$ cat config.mk
export PLATFORM = sky130hd
export DESIGN_NAME = regfile_scoreboard
export DESIGN_NICKNAME = d
export VERILOG_FILES = /design/src/rtl/regfile_pkg.sv /design/src/rtl/pending_scoreboard.sv /design/src/rtl/regfile_scoreboard.sv
export SDC_FILE = /design/constraint.sdc
export NUM_CORES = 2
export LEC_CHECK = 0
export ABC_AREA = 1
export BUFFER_PORTS_ARGS = -buffer_cell sky130_fd_sc_hd__buf_2
export CAP_MARGIN = 0
export CORE_MARGIN = 3
export CORE_UTILIZATION = 50
export DETAILED_ROUTE_END_ITERATION = 10
export HOLD_SLACK_MARGIN = 0.06
export PLACE_DENSITY_LB_ADDON = 0.15
export SKIP_CTS_REPAIR_TIMING = 1
export SLEW_MARGIN = 25
export SYNTH_ARGS = -nofsm -noshare
export SYNTH_HDL_FRONTEND = slang
export SYNTH_SLANG_ARGS = --single-unit
$ cat constraint.sdc
create_clock -name clk -period 2.2 [get_ports clk]
set_input_delay 0.44 -clock clk [delete_from_list [all_inputs] [get_ports clk]]
set_output_delay 0.44 -clock clk [all_outputs]
set_load 0.02 [all_outputs]
$ cat src/rtl/regfile_pkg.sv
// Shared defaults for the register file with pending scoreboard.
package regfile_pkg;

    localparam int unsigned DEFAULT_DATA_WIDTH = 64;
    localparam int unsigned DEFAULT_ADDR_WIDTH = 5;
    localparam int unsigned DEFAULT_REG_COUNT  = 16;
    localparam int unsigned ZERO_ADDR          = 0;

endpackage : regfile_pkg

$ cat src/rtl/pending_scoreboard.sv
// One pending bit per register: set by issue, cleared by writeback, set wins on collision.
module pending_scoreboard #(
    parameter int unsigned N     = 16,
    parameter int unsigned IDX_W = 4
) (
    input  logic             clk,
    input  logic             reset,
    input  logic             set_en_i,
    input  logic [IDX_W-1:0] set_idx_i,
    input  logic             clr_en_i,
    input  logic [IDX_W-1:0] clr_idx_i,
    input  logic [IDX_W-1:0] look_idx_1_i,
    input  logic [IDX_W-1:0] look_idx_2_i,
    output logic             pend_1_c_o,
    output logic             pend_2_c_o
);

    logic [N-1:0] pend_q;
    logic [N-1:0] pend_d;

    // Clear first so a same-cycle issue to the same register leaves it pending.
    always_comb begin
        pend_d = pend_q;
        if (clr_en_i) begin
            pend_d[clr_idx_i] = 1'b0;
        end
        if (set_en_i) begin
            pend_d[set_idx_i] = 1'b1;
        end
    end

    always_ff @(posedge clk or negedge reset) begin
        if (!reset) begin
            pend_q <= '0;
        end else begin
            pend_q <= pend_d;
        end
    end

    assign pend_1_c_o = pend_q[look_idx_1_i];
    assign pend_2_c_o = pend_q[look_idx_2_i];

endmodule : pending_scoreboard

$ cat src/rtl/regfile_scoreboard.sv
// 2-read / 1-write register file with write bypass, optional zero register,
// address range checking and a per-register pending scoreboard driving stalls.
module regfile_scoreboard
    import regfile_pkg::*;
#(
    parameter int unsigned DATA_WIDTH = DEFAULT_DATA_WIDTH,
    parameter int unsigned ADDR_WIDTH = DEFAULT_ADDR_WIDTH,
    parameter int unsigned REG_COUNT  = DEFAULT_REG_COUNT,
    parameter int unsigned ZERO_REG   = 1,
    parameter int unsigned BYPASS     = 1
) (
    input  logic                  clk,
    input  logic                  reset,
    input  logic                  enable,
    input  logic [ADDR_WIDTH-1:0] src_addr_1,
    input  logic [ADDR_WIDTH-1:0] src_addr_2,
    input  logic                  write_enable,
    input  logic [ADDR_WIDTH-1:0] dest_addr,
    input  logic [DATA_WIDTH-1:0] write_data,
    input  logic                  issue_valid,
    input  logic [ADDR_WIDTH-1:0] issue_addr,
    output logic [DATA_WIDTH-1:0] data_out_1,
    output logic [DATA_WIDTH-1:0] data_out_2,
    output logic                  stall_1,
    output logic                  stall_2,
    output logic                  addr_error
);

    localparam int unsigned IDX_W = (REG_COUNT > 1) ? $clog2(REG_COUNT) : 1;
    localparam logic [ADDR_WIDTH:0]   REG_LIMIT = (ADDR_WIDTH+1)'(REG_COUNT);
    localparam logic [ADDR_WIDTH-1:0] ZERO_A    = ADDR_WIDTH'(ZERO_ADDR);
    localparam logic ZERO_EN   = (ZERO_REG != 0);
    localparam logic BYPASS_EN = (BYPASS != 0);

    function automatic logic in_range(input logic [ADDR_WIDTH-1:0] a);
        return {1'b0, a} < REG_LIMIT;
    endfunction

    // A legal address maps to real, writable storage.
    function automatic logic legal(input logic [ADDR_WIDTH-1:0] a);
        return in_range(a) && !(ZERO_EN && (a == ZERO_A));
    endfunction

    logic [DATA_WIDTH-1:0] regs_q [REG_COUNT];
    logic [DATA_WIDTH-1:0] data_out_1_q, data_out_2_q;
    logic [DATA_WIDTH-1:0] data_out_1_d, data_out_2_d;
    logic                  addr_error_q, addr_error_d;

    logic [IDX_W-1:0] src_idx_1, src_idx_2, dest_idx, issue_idx;
    logic             legal_1, legal_2;
    logic             wr_hit_1, wr_hit_2;
    logic             wr_ok, issue_ok;
    logic             pend_1_c, pend_2_c;

    assign src_idx_1 = src_addr_1[IDX_W-1:0];
    assign src_idx_2 = src_addr_2[IDX_W-1:0];
    assign dest_idx  = dest_addr[IDX_W-1:0];
    assign issue_idx = issue_addr[IDX_W-1:0];

    assign legal_1  = legal(src_addr_1);
    assign legal_2  = legal(src_addr_2);
    assign wr_ok    = enable && write_enable && legal(dest_addr);
    assign issue_ok = enable && issue_valid && legal(issue_addr);

    // A legal source equal to dest implies a legal dest, so no separate dest check.
    assign wr_hit_1 = BYPASS_EN && write_enable && (dest_addr == src_addr_1) && legal_1;
    assign wr_hit_2 = BYPASS_EN && write_enable && (dest_addr == src_addr_2) && legal_2;

    pending_scoreboard #(
        .N     (REG_COUNT),
        .IDX_W (IDX_W)
    ) u_pending (
        .clk          (clk),
        .reset        (reset),
        .set_en_i     (issue_ok),
        .set_idx_i    (issue_idx),
        .clr_en_i     (wr_ok),
        .clr_idx_i    (dest_idx),
        .look_idx_1_i (src_idx_1),
        .look_idx_2_i (src_idx_2),
        .pend_1_c_o   (pend_1_c),
        .pend_2_c_o   (pend_2_c)
    );

    assign stall_1 = legal_1 && pend_1_c && !wr_hit_1;
    assign stall_2 = legal_2 && pend_2_c && !wr_hit_2;

    always_comb begin
        data_out_1_d = '0;
        data_out_2_d = '0;
        if (legal_1) begin
            data_out_1_d = wr_hit_1 ? write_data : regs_q[src_idx_1];
        end
        if (legal_2) begin
            data_out_2_d = wr_hit_2 ? write_data : regs_q[src_idx_2];
        end
        addr_error_d = !in_range(src_addr_1) || !in_range(src_addr_2)
                     || (write_enable && !in_range(dest_addr))
                     || (issue_valid && !in_range(issue_addr));
    end

    always_ff @(posedge clk or negedge reset) begin
        if (!reset) begin
            for (int i = 0; i < int'(REG_COUNT); i++) begin
                regs_q[i] <= '0;
            end
        end else if (wr_ok) begin
            regs_q[dest_idx] <= write_data;
        end
    end

    always_ff @(posedge clk or negedge reset) begin
        if (!reset) begin
            data_out_1_q <= '0;
            data_out_2_q <= '0;
            addr_error_q <= 1'b0;
        end else if (enable) begin
            data_out_1_q <= data_out_1_d;
            data_out_2_q <= data_out_2_d;
            addr_error_q <= addr_error_d;
        end
    end

    assign data_out_1 = data_out_1_q;
    assign data_out_2 = data_out_2_q;
    assign addr_error = addr_error_q;

endmodule : regfile_scoreboard
==> flow_summary.toml <==
[setup_path]
arrival_ps = 2050
worstSetupEndpointType = "primary output"
startpoint_type = "flip-flop"
worstSetupPathType = "reg2out"
cp_data_required_time_ps = 1760
worstPathMaxFanout = 3

[synthesis]
synth-xor-area-share = 0
syn_area_per_cell_um2 = 6.83
synth_compound_area_frac = 0.0801
netlist_area_um2 = 64000
synth_mux_area_frac = 0
synth.distinct_cells = 30
synth_fa_ha_area_frac = 0
syn_inst = 9360
ys_seq_elements = 1169
synth_nets = 9449
seq_area_frac_synth = 0.457
yosys.area_share.simple = 0.386
synth_warnings = 0
synth_top_family_by_area = "simple AND/OR/NAND/NOR gates"

[placement]
dp_cells = 10737
finalWeightedCongestion = 0.882
place_hpwl_um = 138000
pre_cts_slack_ps = -37.2
post_dp_cell_area_um2 = 68100
portBuffers = 219

[layout]
multi_input_area_um2 = 30000
stdcell_count = 11013
area_growth_pct = 14.0
fillers = 11809
final_util = 0.577
stdcell_area_um2 = 72900
nNetsFinal = 9359
layout_commonest_cell = "nand2_1"
final_cell_mix = "4,408 x nand2_1, 1,485 x nand3_1, 1,169 x dfrtp_1"
ff_latch_area_um2 = 29300
drive_gt1_frac = 0.0857

[sta]
relSlewSlack = 0.397
setup_viol = 2
hold_ws_ps = 0.345
tns_ps = -570
report.final.hold_viol_count = 0
worst_pin_slew_ps = 905
fin_skew_ps = 17.1
fin_crit_sh = 1.13
drv_slew = 0
setup_ws_ps = -285
rsz0062_at_grt = "true"
fin_crit_ps = 2490
timing.fmax_mhz = 402

[floorplanning]
die_h_um = 364
row_count = 130
num_io_pins = 220
core_um2 = 126000
dieArea_um2 = 132000
die_w_um = 364
initial_utilization = 0.506

[grt]
grt_pass1_vias = 60143
grt_pass1_wl_um = 362000
grt_use_total = 0.352
antenna_found_initial = 2
grt_max_degree = 120
grt_overflow = 0

[routing]
vias = 64258
via_per_inst = 5.83
drt_wl_total_um = 234000
drc = 0
drt_iter0_drc = 8780
drtAntennaViolNets = 0
routedWlPerCell_um = 21.3
first_pass_iters = 9

[clock_network]
cts.sinks = 1169
clk_pin_slew_ps = 60
cts_tree = "done"
h-tree-depth = 4
ctsLongestPathBuffers = 3
worstSkewPairLatency_ps = 790
cts_root_buf = "clkbuf_16"
cts_inserted_buffers = 135

[outcome]
violations = "negative setup slack"
outcome = "finished, violations left"

[power]
cellPowerDensity_nw_per_um2 = 801
peakVddDrop_mv = 0.581
p_leak_nw = 35.8
finalPower_mw = 58.4

[flow_run]
drv_cap = 0

[worst_hold_path]
holdCritPathClass = "in2reg"
layout make-up:
cell class                 count  area share
clock inverter                37     0.00431
multi-input combinational   7072       0.411
timing repair buffer         592      0.0843
sequential                  1169       0.401
inverter                     300      0.0164
antenna                        1   0.0000343
tap                         1650      0.0283
clock buffer                 192      0.0540
Yosys cell counts:
cell | count | share of area
a31oi_4 | 1 | 0.00033
buf_4 | 43 | 0.0050
a21oi_1 | 12 | 0.00094
buf_1 | 51 | 0.0030
nand3_2 | 2 | 0.00031
clkbuf_1 | 332 | 0.019
nand4_1 | 2 | 0.00020
nand3_1 | 1494 | 0.12
o22ai_1 | 4 | 0.00039
nor2_1 | 144 | 0.0084
buf_2 | 383 | 0.030
inv_1 | 284 | 0.017
o41ai_1 | 2 | 0.00027
dfrtp_1 | 1169 | 0.46
inv_2 | 15 | 0.00088
nand2_1 | 4410 | 0.26
o21ai_1 | 492 | 0.038
o211ai_1 | 8 | 0.00094
o31ai_1 | 2 | 0.00023
nor2_2 | 8 | 0.00078
or2_2 | 1 | 0.000098
a31oi_1 | 1 | 0.000098
nor2_4 | 1 | 0.00018
buf_6 | 10 | 0.0018
nand2_2 | 1 | 0.000098
a21oi_4 | 1 | 0.00025
o21ai_0 | 484 | 0.038
clkinv_2 | 1 | 0.000078
o21bai_1 | 1 | 0.00012
o32ai_1 | 1 | 0.00014
metal layers:
layer / vias to the layer above / part of all wire / track usage
li1: 29643 / - / -
met5: - / 0 / 0
met4: 0 / 0.041 / 0.145
met1: 30349 / 0.42 / 0.494
met3: 637 / 0.11 / 0.0704
met2: 3629 / 0.43 / 0.534
cells by family (layout without fill, tap and decap cells):
group / Yosys count / count (layout)
flops: 1169 / 1169
compound gates: 1009 / 1009
other cells: 0 / 1
simple gates: 6063 / 6063
buf+inv: 1119 / 1121
where the power goes:
group | internal [mW] | switching [mW]
sequential | 24.1 | 2.08
clock | 12.8 | 9.42
combinational | 3.66 | 6.42
total | 40.5 | 17.9
registers in the layout (all words and copies together) (netlist names):
signal / cells
u_pending.pend_q: 16
data_out_1: 64
regs_q: 1024
addr_error: 1
data_out_2: 64
worst paths after layout:
kind	from	end	slack, ps	depth (start not counted)
max	u_pending.pend_q[5]	stall_2	-290	9
min in group asynchronous	reset	data_out_2[8]	150	2
min reg2reg	u_pending.pend_q[0]	u_pending.pend_q[0]	390	0
min	write_data[15]	data_out_2[15]	0.3	5
max in group asynchronous	reset	data_out_2[43]	1100	4
max reg2reg	regs_q[703]	data_out_2[63]	840	10
worst max-delay path: stages (launching register included):
cell	delay, ps
dfrtp_1	340
inv_2	50
a21oi_1	110
o21ai_1	70
nand2_1	110
nand2_1	60
nand2_1	60
inv_1	60
a21oi_4	240
buf_6	160
Note: power is estimated with default switching activity, not from simulation.
